==> config.mk <==
export PLATFORM = sky130hd
export DESIGN_NAME = spi_flash_sequencer_flat
export DESIGN_NICKNAME = d
export VERILOG_FILES = /design/src/rtl/spi_flash_sequencer_if.sv /design/src/rtl/spi_flash_sequencer.sv /design/src/flat_wrapper.sv
export SDC_FILE = /design/constraint.sdc
export NUM_CORES = 1
export LEC_CHECK = 0
export CAP_MARGIN = 20
export CORE_ASPECT_RATIO = 0.5
export CORE_MARGIN = 2
export CORE_UTILIZATION = 37
export CTS_BUF_LIST = sky130_fd_sc_hd__clkbuf_8 sky130_fd_sc_hd__clkbuf_16
export CTS_CLUSTER_DIAMETER = 80
export DETAILED_ROUTE_END_ITERATION = 10
export PLACE_DENSITY = 0.75
export REMOVE_ABC_BUFFERS = 1
export SYNTH_ARGS = -nofsm -noshare
export SYNTH_HDL_FRONTEND = slang
export SYNTH_SLANG_ARGS = --single-unit
==> constraint.sdc <==
create_clock -name clk -period 2.4 [get_ports clk]
set_input_delay 0.24 -clock clk [delete_from_list [all_inputs] [get_ports clk]]
set_output_delay 0.24 -clock clk [all_outputs]
set_load 0.01 [all_outputs]
==> src/rtl/spi_flash_sequencer_if.sv <==
// Bus bundle for the SPI flash sequencer: fetch port, CPU MMIO port and the
// byte-wide SPI engine port, plus the busy flag.
interface spi_flash_sequencer_if;
    logic        fetch_valid;
    logic [23:0] fetch_addr;
    logic        fetch_ready;
    logic [31:0] fetch_rdata;

    logic        cpu_valid;
    logic        cpu_ctrl;
    logic [31:0] cpu_wdata;
    logic [3:0]  cpu_wstrb;
    logic [31:0] cpu_rdata;
    logic        cpu_ready;

    logic        spi_valid;
    logic        spi_ctrl;
    logic [31:0] spi_wdata;
    logic [3:0]  spi_wstrb;
    logic [31:0] spi_rdata;
    logic        spi_ready;

    logic        busy;

    modport slave (
        input  fetch_valid, fetch_addr, cpu_valid, cpu_ctrl, cpu_wdata, cpu_wstrb,
               spi_rdata, spi_ready,
        output fetch_ready, fetch_rdata, cpu_rdata, cpu_ready,
               spi_valid, spi_ctrl, spi_wdata, spi_wstrb, busy
    );

    modport master (
        output fetch_valid, fetch_addr, cpu_valid, cpu_ctrl, cpu_wdata, cpu_wstrb,
               spi_rdata, spi_ready,
        input  fetch_ready, fetch_rdata, cpu_rdata, cpu_ready,
               spi_valid, spi_ctrl, spi_wdata, spi_wstrb, busy
    );
endinterface

==> src/rtl/spi_flash_sequencer.sv <==
// Turns a 24-bit word fetch into a full SPI read transaction on the byte engine;
// when idle, CPU MMIO accesses pass straight through to the engine.
module spi_flash_sequencer #(
    parameter logic [7:0] READ_CMD    = 8'h03,
    parameter int         DUMMY_BYTES = 0
) (
    input  logic                  clk,
    input  logic                  resetn,
    spi_flash_sequencer_if.slave  bus
);
    typedef enum logic [2:0] {IDLE, PASS, CS_ON, TX, POLL, RX, CS_OFF, DONE} state_t;

    localparam logic [3:0] FIRST_DATA = 4'(4 + DUMMY_BYTES);
    localparam logic [3:0] LAST_IDX   = 4'(7 + DUMMY_BYTES);

    state_t      state_q, state_d;
    logic [3:0]  idx_q, idx_d;
    logic [23:0] addr_q, addr_d;
    logic [31:0] rdata_q, rdata_d;
    logic        fetch_ready_q, fetch_ready_d;
    logic        spi_valid_q, spi_valid_d;
    logic        spi_ctrl_q, spi_ctrl_d;
    logic [31:0] spi_wdata_q, spi_wdata_d;
    logic [3:0]  spi_wstrb_q, spi_wstrb_d;
    logic [1:0]  lane;
    logic        pass;

    function automatic logic [7:0] tx_byte(input logic [3:0] idx, input logic [23:0] addr);
        case (idx)
            4'd0:    return READ_CMD;
            4'd1:    return addr[23:16];
            4'd2:    return addr[15:8];
            4'd3:    return addr[7:0];
            default: return (idx >= FIRST_DATA) ? 8'hFF : 8'h00;
        endcase
    endfunction

    assign lane = 2'(idx_q - FIRST_DATA);

    always_comb begin
        state_d     = state_q;
        idx_d       = idx_q;
        addr_d      = addr_q;
        rdata_d     = rdata_q;
        spi_valid_d = spi_valid_q;
        spi_ctrl_d  = spi_ctrl_q;
        spi_wdata_d = spi_wdata_q;
        spi_wstrb_d = spi_wstrb_q;
        case (state_q)
            IDLE: begin
                if (bus.fetch_valid) begin
                    addr_d  = bus.fetch_addr;
                    idx_d   = '0;
                    state_d = CS_ON;
                end else if (bus.cpu_valid) begin
                    state_d = PASS;
                end
            end
            PASS: if (bus.spi_ready) state_d = IDLE;
            DONE: state_d = IDLE;
            default: begin
                // Each op state issues one engine access; its registers load as valid rises.
                if (!spi_valid_q) begin
                    spi_valid_d = 1'b1;
                    case (state_q)
                        CS_ON:   begin spi_ctrl_d = 1'b0; spi_wstrb_d = 4'h1; spi_wdata_d = 32'd1; end
                        CS_OFF:  begin spi_ctrl_d = 1'b0; spi_wstrb_d = 4'h1; spi_wdata_d = 32'd0; end
                        TX:      begin spi_ctrl_d = 1'b1; spi_wstrb_d = 4'h1;
                                       spi_wdata_d = {24'b0, tx_byte(idx_q, addr_q)}; end
                        POLL:    begin spi_ctrl_d = 1'b0; spi_wstrb_d = 4'h0; spi_wdata_d = 32'd0; end
                        default: begin spi_ctrl_d = 1'b1; spi_wstrb_d = 4'h0; spi_wdata_d = 32'd0; end
                    endcase
                end else if (bus.spi_ready) begin
                    spi_valid_d = 1'b0;
                    case (state_q)
                        CS_ON: state_d = TX;
                        TX:    state_d = POLL;
                        POLL: begin
                            if (!bus.spi_rdata[31]) begin
                                if (idx_q >= FIRST_DATA)    state_d = RX;
                                else if (idx_q == LAST_IDX) state_d = CS_OFF;
                                else begin
                                    state_d = TX;
                                    idx_d   = idx_q + 4'd1;
                                end
                            end
                        end
                        RX: begin
                            rdata_d[{lane, 3'b000} +: 8] = bus.spi_rdata[7:0];
                            if (idx_q == LAST_IDX) state_d = CS_OFF;
                            else begin
                                state_d = TX;
                                idx_d   = idx_q + 4'd1;
                            end
                        end
                        default: state_d = DONE;
                    endcase
                end
            end
        endcase
        fetch_ready_d = (state_d == DONE);
    end

    always_ff @(posedge clk or negedge resetn) begin
        if (!resetn) begin
            state_q       <= IDLE;
            idx_q         <= '0;
            addr_q        <= '0;
            rdata_q       <= '0;
            fetch_ready_q <= 1'b0;
            spi_valid_q   <= 1'b0;
            spi_ctrl_q    <= 1'b0;
            spi_wdata_q   <= '0;
            spi_wstrb_q   <= '0;
        end else begin
            state_q       <= state_d;
            idx_q         <= idx_d;
            addr_q        <= addr_d;
            rdata_q       <= rdata_d;
            fetch_ready_q <= fetch_ready_d;
            spi_valid_q   <= spi_valid_d;
            spi_ctrl_q    <= spi_ctrl_d;
            spi_wdata_q   <= spi_wdata_d;
            spi_wstrb_q   <= spi_wstrb_d;
        end
    end

    // Raw CPU access owns the engine only while in PASS.
    assign pass            = (state_q == PASS);
    assign bus.spi_valid   = pass ? bus.cpu_valid : spi_valid_q;
    assign bus.spi_ctrl    = pass ? bus.cpu_ctrl  : spi_ctrl_q;
    assign bus.spi_wdata   = pass ? bus.cpu_wdata : spi_wdata_q;
    assign bus.spi_wstrb   = pass ? bus.cpu_wstrb : spi_wstrb_q;
    assign bus.cpu_ready   = pass & bus.spi_ready;
    assign bus.cpu_rdata   = pass ? bus.spi_rdata : 32'd0;
    assign bus.fetch_ready = fetch_ready_q;
    assign bus.fetch_rdata = rdata_q;
    assign bus.busy        = (state_q != IDLE);
endmodule

==> src/flat_wrapper.sv <==
// flat-port wrapper written by rule: the top's interface ports become plain ports
module spi_flash_sequencer_flat 
#(
    parameter logic [7:0] READ_CMD    = 8'h03,
    parameter int         DUMMY_BYTES = 0
)
  (clk, resetn, bus_fetch_valid, bus_fetch_addr, bus_cpu_valid, bus_cpu_ctrl, bus_cpu_wdata, bus_cpu_wstrb, bus_spi_rdata, bus_spi_ready, bus_fetch_ready, bus_fetch_rdata, bus_cpu_rdata, bus_cpu_ready, bus_spi_valid, bus_spi_ctrl, bus_spi_wdata, bus_spi_wstrb, bus_busy);
  spi_flash_sequencer_if bus_i ();
  input  logic clk;
  input  logic resetn;
  input wire logic [$bits(bus_i.fetch_valid)-1:0] bus_fetch_valid;
  input wire logic [$bits(bus_i.fetch_addr)-1:0] bus_fetch_addr;
  input wire logic [$bits(bus_i.cpu_valid)-1:0] bus_cpu_valid;
  input wire logic [$bits(bus_i.cpu_ctrl)-1:0] bus_cpu_ctrl;
  input wire logic [$bits(bus_i.cpu_wdata)-1:0] bus_cpu_wdata;
  input wire logic [$bits(bus_i.cpu_wstrb)-1:0] bus_cpu_wstrb;
  input wire logic [$bits(bus_i.spi_rdata)-1:0] bus_spi_rdata;
  input wire logic [$bits(bus_i.spi_ready)-1:0] bus_spi_ready;
  output wire logic [$bits(bus_i.fetch_ready)-1:0] bus_fetch_ready;
  output wire logic [$bits(bus_i.fetch_rdata)-1:0] bus_fetch_rdata;
  output wire logic [$bits(bus_i.cpu_rdata)-1:0] bus_cpu_rdata;
  output wire logic [$bits(bus_i.cpu_ready)-1:0] bus_cpu_ready;
  output wire logic [$bits(bus_i.spi_valid)-1:0] bus_spi_valid;
  output wire logic [$bits(bus_i.spi_ctrl)-1:0] bus_spi_ctrl;
  output wire logic [$bits(bus_i.spi_wdata)-1:0] bus_spi_wdata;
  output wire logic [$bits(bus_i.spi_wstrb)-1:0] bus_spi_wstrb;
  output wire logic [$bits(bus_i.busy)-1:0] bus_busy;
  assign bus_i.fetch_valid = bus_fetch_valid;
  assign bus_i.fetch_addr = bus_fetch_addr;
  assign bus_i.cpu_valid = bus_cpu_valid;
  assign bus_i.cpu_ctrl = bus_cpu_ctrl;
  assign bus_i.cpu_wdata = bus_cpu_wdata;
  assign bus_i.cpu_wstrb = bus_cpu_wstrb;
  assign bus_i.spi_rdata = bus_spi_rdata;
  assign bus_i.spi_ready = bus_spi_ready;
  assign bus_fetch_ready = bus_i.fetch_ready;
  assign bus_fetch_rdata = bus_i.fetch_rdata;
  assign bus_cpu_rdata = bus_i.cpu_rdata;
  assign bus_cpu_ready = bus_i.cpu_ready;
  assign bus_spi_valid = bus_i.spi_valid;
  assign bus_spi_ctrl = bus_i.spi_ctrl;
  assign bus_spi_wdata = bus_i.spi_wdata;
  assign bus_spi_wstrb = bus_i.spi_wstrb;
  assign bus_busy = bus_i.busy;
  spi_flash_sequencer #(.READ_CMD(READ_CMD), .DUMMY_BYTES(DUMMY_BYTES)) u_core (.clk(clk), .resetn(resetn), .bus(bus_i));
endmodule
==> results of run 1 <==
==> sequential cells by signal (all words and copies together), names as in the netlist <==
register and flops:
u_core.state_q 3, u_core.addr_q 24, u_core.bus.fetch_ready 1, u_core.spi_wstrb_q 1, u_core.spi_valid_q 1, u_core.idx_q 4, u_core.spi_ctrl_q 1, u_core.spi_wdata_q 8
u_core.bus.fetch_rdata 32
==> timing repair <==
action,4_1_cts,5_1_grt
hold endpoints to repair,75,0
hold buffers,1,0
gates resized for setup,0,0
==> tightest hold or removal path, stage by stage <==
cell           delay (ns)
dlygate4sd3_1        0.52
buf_4                0.11
buf_12               0.32
==> worst max path at each step <==
| stage | startpoint | to | cells past startpoint |
|---|---|---|---|
| floorplan | u_core.state_q[2] | bus_spi_ctrl | 3 |
| global placement | bus_spi_ready | u_core.idx_q[3] | 5 |
| detailed placement | bus_spi_ready | u_core.idx_q[3] | 5 |
| CTS | u_core.state_q[2] | bus_spi_wdata[2] | 5 |
| global route | u_core.state_q[0] | bus_spi_wdata[7] | 4 |
| finish | u_core.state_q[2] | bus_spi_wdata[2] | 5 |
==> logic make-up (layout without fill, tap and decap cells) <==
logic type	after synthesis	count (layout)	share of synthesized area (%)
flip-flops	75	75	46.7
AO/OA/AOI/OAI	95	95	15.3
AND/OR/NAND/NOR	172	172	22.3
multiplexers	34	34	9.53
buffers and inverters	41	242	4.27
adder cells (fa/ha/maj)	6	6	1.87
==> Yosys cell counts, types with 2 or more instances <==
master / number / area [µm²]
a211oi_1: 2 / 15.0
a21oi_1: 3 / 15.0
a222oi_1: 6 / 60.1
a22o_1: 9 / 78.8
a32oi_1: 2 / 17.5
and2_1: 3 / 18.8
and3_1: 61 / 382
and3b_1: 3 / 26.3
buf_2: 8 / 40.0
buf_4: 2 / 15.0
clkbuf_1: 23 / 86.3
dfrtp_1: 75 / 1880
ha_1: 6 / 75.1
inv_1: 8 / 30.0
mux2_2: 34 / 383
nand2_1: 71 / 267
nand2b_1: 3 / 18.8
nand3_1: 7 / 35.0
nand3b_1: 2 / 15.0
nor2_1: 4 / 15.0
nor2b_1: 2 / 12.5
nor3_1: 3 / 15.0
nor3b_1: 3 / 22.5
o211a_1: 2 / 20.0
o211ai_1: 3 / 22.5
o21ai_0: 52 / 260
o22ai_1: 2 / 12.5
o31ai_1: 4 / 30.0
or2_2: 3 / 18.8
==> power by group <==
group	internal, mW	switching [mW]	leakage [nW]	total, mW
registers	1.64	0.280	0.979	1.92
logic	1.79	1.65	1.75	3.44
clock network	0.800	0.527	0.141	1.33
total	4.23	2.46	2.87	6.69
==> metal layers <==
layer	routed length [µm]	share of wire [%]	GRT usage (%)
met3	744	6.2	5.53
met1	5590	46	28.4
met4	87	0.72	5.14
met2	5620	47	33.7
met5	0	0	0
==> final cells by class <==
type | instances | share of cell area (%)
Timing Repair Buffer | 218 | 33.4
Multi-Input combinational cell | 307 | 30.3
Sequential cell | 75 | 28.7
Clock buffer | 9 | 3.45
Tap cell | 140 | 2.68
Clock inverter | 7 | 1.05
Inverter | 8 | 0.460
==> flow_summary.toml, run 1 <==
[drt]
drc_errors = 0
post_drt_wl_per_cell_um = 15.8
detailedRoute.firstIterationViolations = 245
avgViaCountPerCell = 5.05
dr_total_vias = 3861
detail_route.first_pass.iterations = 4
drt-total-wl_um = 12000
ant_nets = 0

[clock_network]
clock_latency_ns = 0.33
clkTransAtPathRegs_ns = 0.06
cts_inserted_buffers = 9
cts_htree_levels = 3
numClockSinks = 75
cts_tree = "yes"
cts_setup_buffers = 0
cts_root_buffer = "clkbuf_16"
clock_tree.buffer_depth = 2

[yosys]
post_synth_inst_count = 423
synthFlopType = "dfrtp_1"
avgSynthCellArea_um2 = 9.50
seq_area_frac_synth_pct = 46.7
ys_seq_elements = 75
yosysUniqueCellTypes = 46
synthesis.yosys.warnings = 0
synth.cell_area_mm2 = 0.00402
async_flop_share_pct = 100
synth_enable_flop_cells = 0

[grt]
grt-ovfl-total = 0
maximum_number_of_pins_on_one_net_before_global_route_repair = 76
grt_usage_pct = 21.0
grt_pass1_vias = 3683
global_route_wire_length_before_repair_um = 19300
grt_antenna_before_repair = 0

[place]
worst_setup_slack_before_clock_tree_synthesis_ns = 0.347
globalplace.congestion = 0.929
post_dp_cell_area_mm2 = 0.00623
place_hpwl_um = 8870
placement.io_buffers = 202
placedCellCount = 747

[floorplan]
die_area_mm2 = 0.0118
vertical_die_dimension_um = 77.7
die_x_um = 151
rows = 26
initial_core_util_pct = 38.7
top_level_ports = 203
core_area_mm2 = 0.0104

[final_layout]
sequential_cell_area_mm2 = 0.00188
layout_commonest_cell = "clkdlybuf4s50_1"
n_antenna_cell = 0
syn2layout_area_growth_pct = 62.6
post_layout_net_count = 723
final_layout_size_suffix_gt1_share_pct = 11.5
fin_area_mm2 = 0.00653
postLayoutCoreUtil_pct = 63.0
layout_common_cells = "201 x clkdlybuf4s50_1, 75 x dfrtp_1, 71 x nand2_1, 61 x and3_1, 52 x o21ai_0"
multiInputGateArea_mm2 = 0.00198
post_layout_nonfiller_instances = 764
fillCellCount = 869

[timing]
fin_tns_setup_ns = 0
slew_violations = 0
worst_slew_pin_slew_ns = 0.563
layout_worst_path_cycle_share_pct = 95.8
setup_viol_count_final = 0
final.setup_skew_ns = 0.00887
hold_viol = 0
finalHoldWorstSlack_ns = 0.444
finalWorstSetupSlack_ns = 0.101
min_period_ns = 2.30
grt_setup_unrepaired = "false"
fmaxAchievable_ghz = 0.435
slew_headroom_pct = 62.2

[critical_path]
startpoint_class_of_the_critical_path = "register"
worst_path_dominant_cell_family = "buffers and inverters"
critPathMaxFanout = 12
r2r-start = "u_core.idx_q[0]"
ff_to_ff_end = "u_core.idx_q[3]"
crit_path_end_kind = "output port"
master_of_the_slowest_instance_on_the_critical_path = "clkdlybuf4s50_1"
cpPeakStageDelay_ns = 0.48
critical_path_class = "register to output port"
cp.arrival_ns = 2.06
critPathRequiredTime_ns = 2.16
rrSetupSlack_ns = 0.39
worst_r2r_path_depth = 5
critical_path_buf_inv_count = 2
sequence_of_cells_on_the_critical_path = "nor2_4 > and2_1 > buf_4 > mux2_2 > clkdlybuf4s50_1"

[status]
result_of_the_run = "completed"

[flow_run]
maxCapViolCount = 0

[pwr]
power.static_leakage_nw = 2.87
powerDensity_mw_per_mm2 = 1020
worst_ir_drop_vdd_v = 0.000470
total_power_mw = 6.69

[hold_path]
hold_class = "primary input to async pin"
(Power assumes the default switching activity.)
==> run 2: changes to the inputs <==
CORE_MARGIN = 1.5   (was 2)
==> run 2 against run 1 <==
Fmax is 0.61% lower. Critical path type unchanged. Clock power is essentially flat. Via count up 0.36%. Non-clock buffer count grew 4. Setup slack worse by 0.014 ns.
==> flow_summary.toml, run 2 (synthesis gave the netlist of run 1 again) <==
[place]
placement.io_buffers = 202
post_dp_cell_area_mm2 = 0.00625
place_hpwl_um = 9320
placedCellCount = 751
globalplace.congestion = 0.947

[critical_path]
critical_path_buf_inv_count = 2
rrSetupSlack_ns = 0.35
timing.critical_path.from = "u_core.state_q[2]"
ff_to_ff_end = "u_core.bus.fetch_rdata[23]"
cp.arrival_ns = 2.07
endpoint = "bus_spi_ctrl"
worst_path_dominant_cell_family = "buffers and inverters"
startpoint_class_of_the_critical_path = "register"
master_of_the_slowest_instance_on_the_critical_path = "clkdlybuf4s50_1"
number_of_cells_on_the_critical_path = 5
critical_path_class = "register to output port"
critPathMaxFanout = 12
critPathRequiredTime_ns = 2.16
crit_path_end_kind = "output port"
r2r-start = "u_core.idx_q[0]"
sequence_of_cells_on_the_critical_path = "nor2_4 > and2_1 > buf_6 > mux2_2 > clkdlybuf4s50_1"
worst_r2r_path_depth = 5
cpPeakStageDelay_ns = 0.49

[floorplan]
die_area_mm2 = 0.0115
rows = 26
initial_core_util_pct = 38.7
top_level_ports = 203
die_x_um = 150
vertical_die_dimension_um = 76.7
core_area_mm2 = 0.0104

[clock_network]
clock_tree.buffer_depth = 2
clkTransAtPathRegs_ns = 0.06
clock_latency_ns = 0.33
cts_setup_buffers = 0
cts_inserted_buffers = 9
numClockSinks = 75
cts_htree_levels = 3
cts_root_buffer = "clkbuf_16"
cts_tree = "yes"

[grt]
maximum_number_of_pins_on_one_net_before_global_route_repair = 76
grt-ovfl-total = 0
global_route_wire_length_before_repair_um = 19400
grt_antenna_before_repair = 0
grt_pass1_vias = 3710
grt_usage_pct = 21.7

[drt]
drt-total-wl_um = 12400
ant_nets = 0
dr_total_vias = 3875
post_drt_wl_per_cell_um = 16.2
drc_errors = 0
avgViaCountPerCell = 5.05
detailedRoute.firstIterationViolations = 182
detail_route.first_pass.iterations = 5

[final_layout]
max_reg_flops = 32
post_layout_net_count = 727
syn2layout_area_growth_pct = 63.4
layout_common_cells = "201 x clkdlybuf4s50_1, 74 x dfrtp_1, 71 x nand2_1, 61 x and3_1, 52 x o21ai_0"
fin_area_mm2 = 0.00657
post_layout_nonfiller_instances = 768
final_layout_size_suffix_gt1_share_pct = 11.9
layout_commonest_cell = "clkdlybuf4s50_1"
n_antenna_cell = 0

[pwr]
power_frac_seq_pct = 28.7
pwr-share-clk_pct = 19.9
cell_internal_pwr_mw = 4.24
net_switching_component_of_the_power_mw = 2.48
power.static_leakage_nw = 2.89
comb_power_share_pct = 51.4
worst_ir_drop_vdd_v = 0.000499
total_power_mw = 6.72
powerDensity_mw_per_mm2 = 1020
switching_share_pct = 36.9

[hold_path]
hold_class = "primary input to async pin"

[timing]
fmaxAchievable_ghz = 0.432
worst_slew_pin_slew_ns = 0.538
final.setup_skew_ns = 0.00672
slew_headroom_pct = 64.1
layout_worst_path_cycle_share_pct = 96.4
finalHoldWorstSlack_ns = 0.443
slew_violations = 0
min_period_ns = 2.31
hold_viol = 0
setup_viol_count_final = 0

[flow_run]
maxCapViolCount = 0

[status]
result_of_the_run = "completed"
run 2: cell type report:
cell class              instances  area, µm²
multi-input cells             307       1980
flip-flops and latches         75       1880
clock inverters                 7       70.1
fillers                       910       3810
repair buffers                222       2210
inverters                       8       30.0
clock buffers                   9        225
well taps                     140        175
run 2: layer usage:
| metal | up-vias | global-route usage [%] | wire (µm) |
|---|---|---|---|
| li1 | 1921 | - | - |
| met1 | 1847 | 29.0 | 5670 |
| met2 | 96 | 35.7 | 6010 |
| met3 | 11 | 5.54 | 634 |
| met4 | 0 | 4.22 | 97 |
| met5 | - | 0 | 0 |
run 2: per-stage QoR:
step	setup slack, ns	utilization (%)	TNS, ns
after global placement	0.383	60.2	0
after CTS	0.0382	63.1	0
after floorplan	-0.648	-	-14.31
after global routing	-0.000951	63.3	-0.000951
final	0.0864	63.3	0
after detailed placement	0.323	60.2	0
run 2: worst min path at each step:
stage / start / to / slack, ns / cells past startpoint
final: resetn / u_core.bus.fetch_rdata[13] / 0.44 / 3
after floorplan: resetn / u_core.addr_q[0] / -0.06 / 0
after global routing: resetn / u_core.bus.fetch_rdata[13] / 0.48 / 3
after global placement: resetn / u_core.bus.fetch_rdata[13] / 0.29 / 2
after CTS: resetn / u_core.bus.fetch_rdata[2] / 0.47 / 3
after detailed placement: resetn / u_core.bus.fetch_rdata[10] / 0.29 / 2
run 2: worst min-delay path, stage by stage:
cell           delay (ns)
dlygate4sd3_1        0.52
buf_4                0.11
buf_12               0.32
run 2: power groups by stage:
stage	clock network, mW	logic (mW)	registers [mW]
floorplan	0	1.73	1.98
global placement	0	3.36	1.93
detailed placement	0	3.42	1.94
CTS	1.36	3.44	1.92
global route	1.43	3.76	1.98
finish	1.34	3.46	1.93
run 2: repair_timing:
item                                   in CTS  in global routing
hold buffers                                1                  0
gates resized for setup                     0                  4
setup endpoints to repair                   0                 57
endpoints found under the hold margin      75                  0
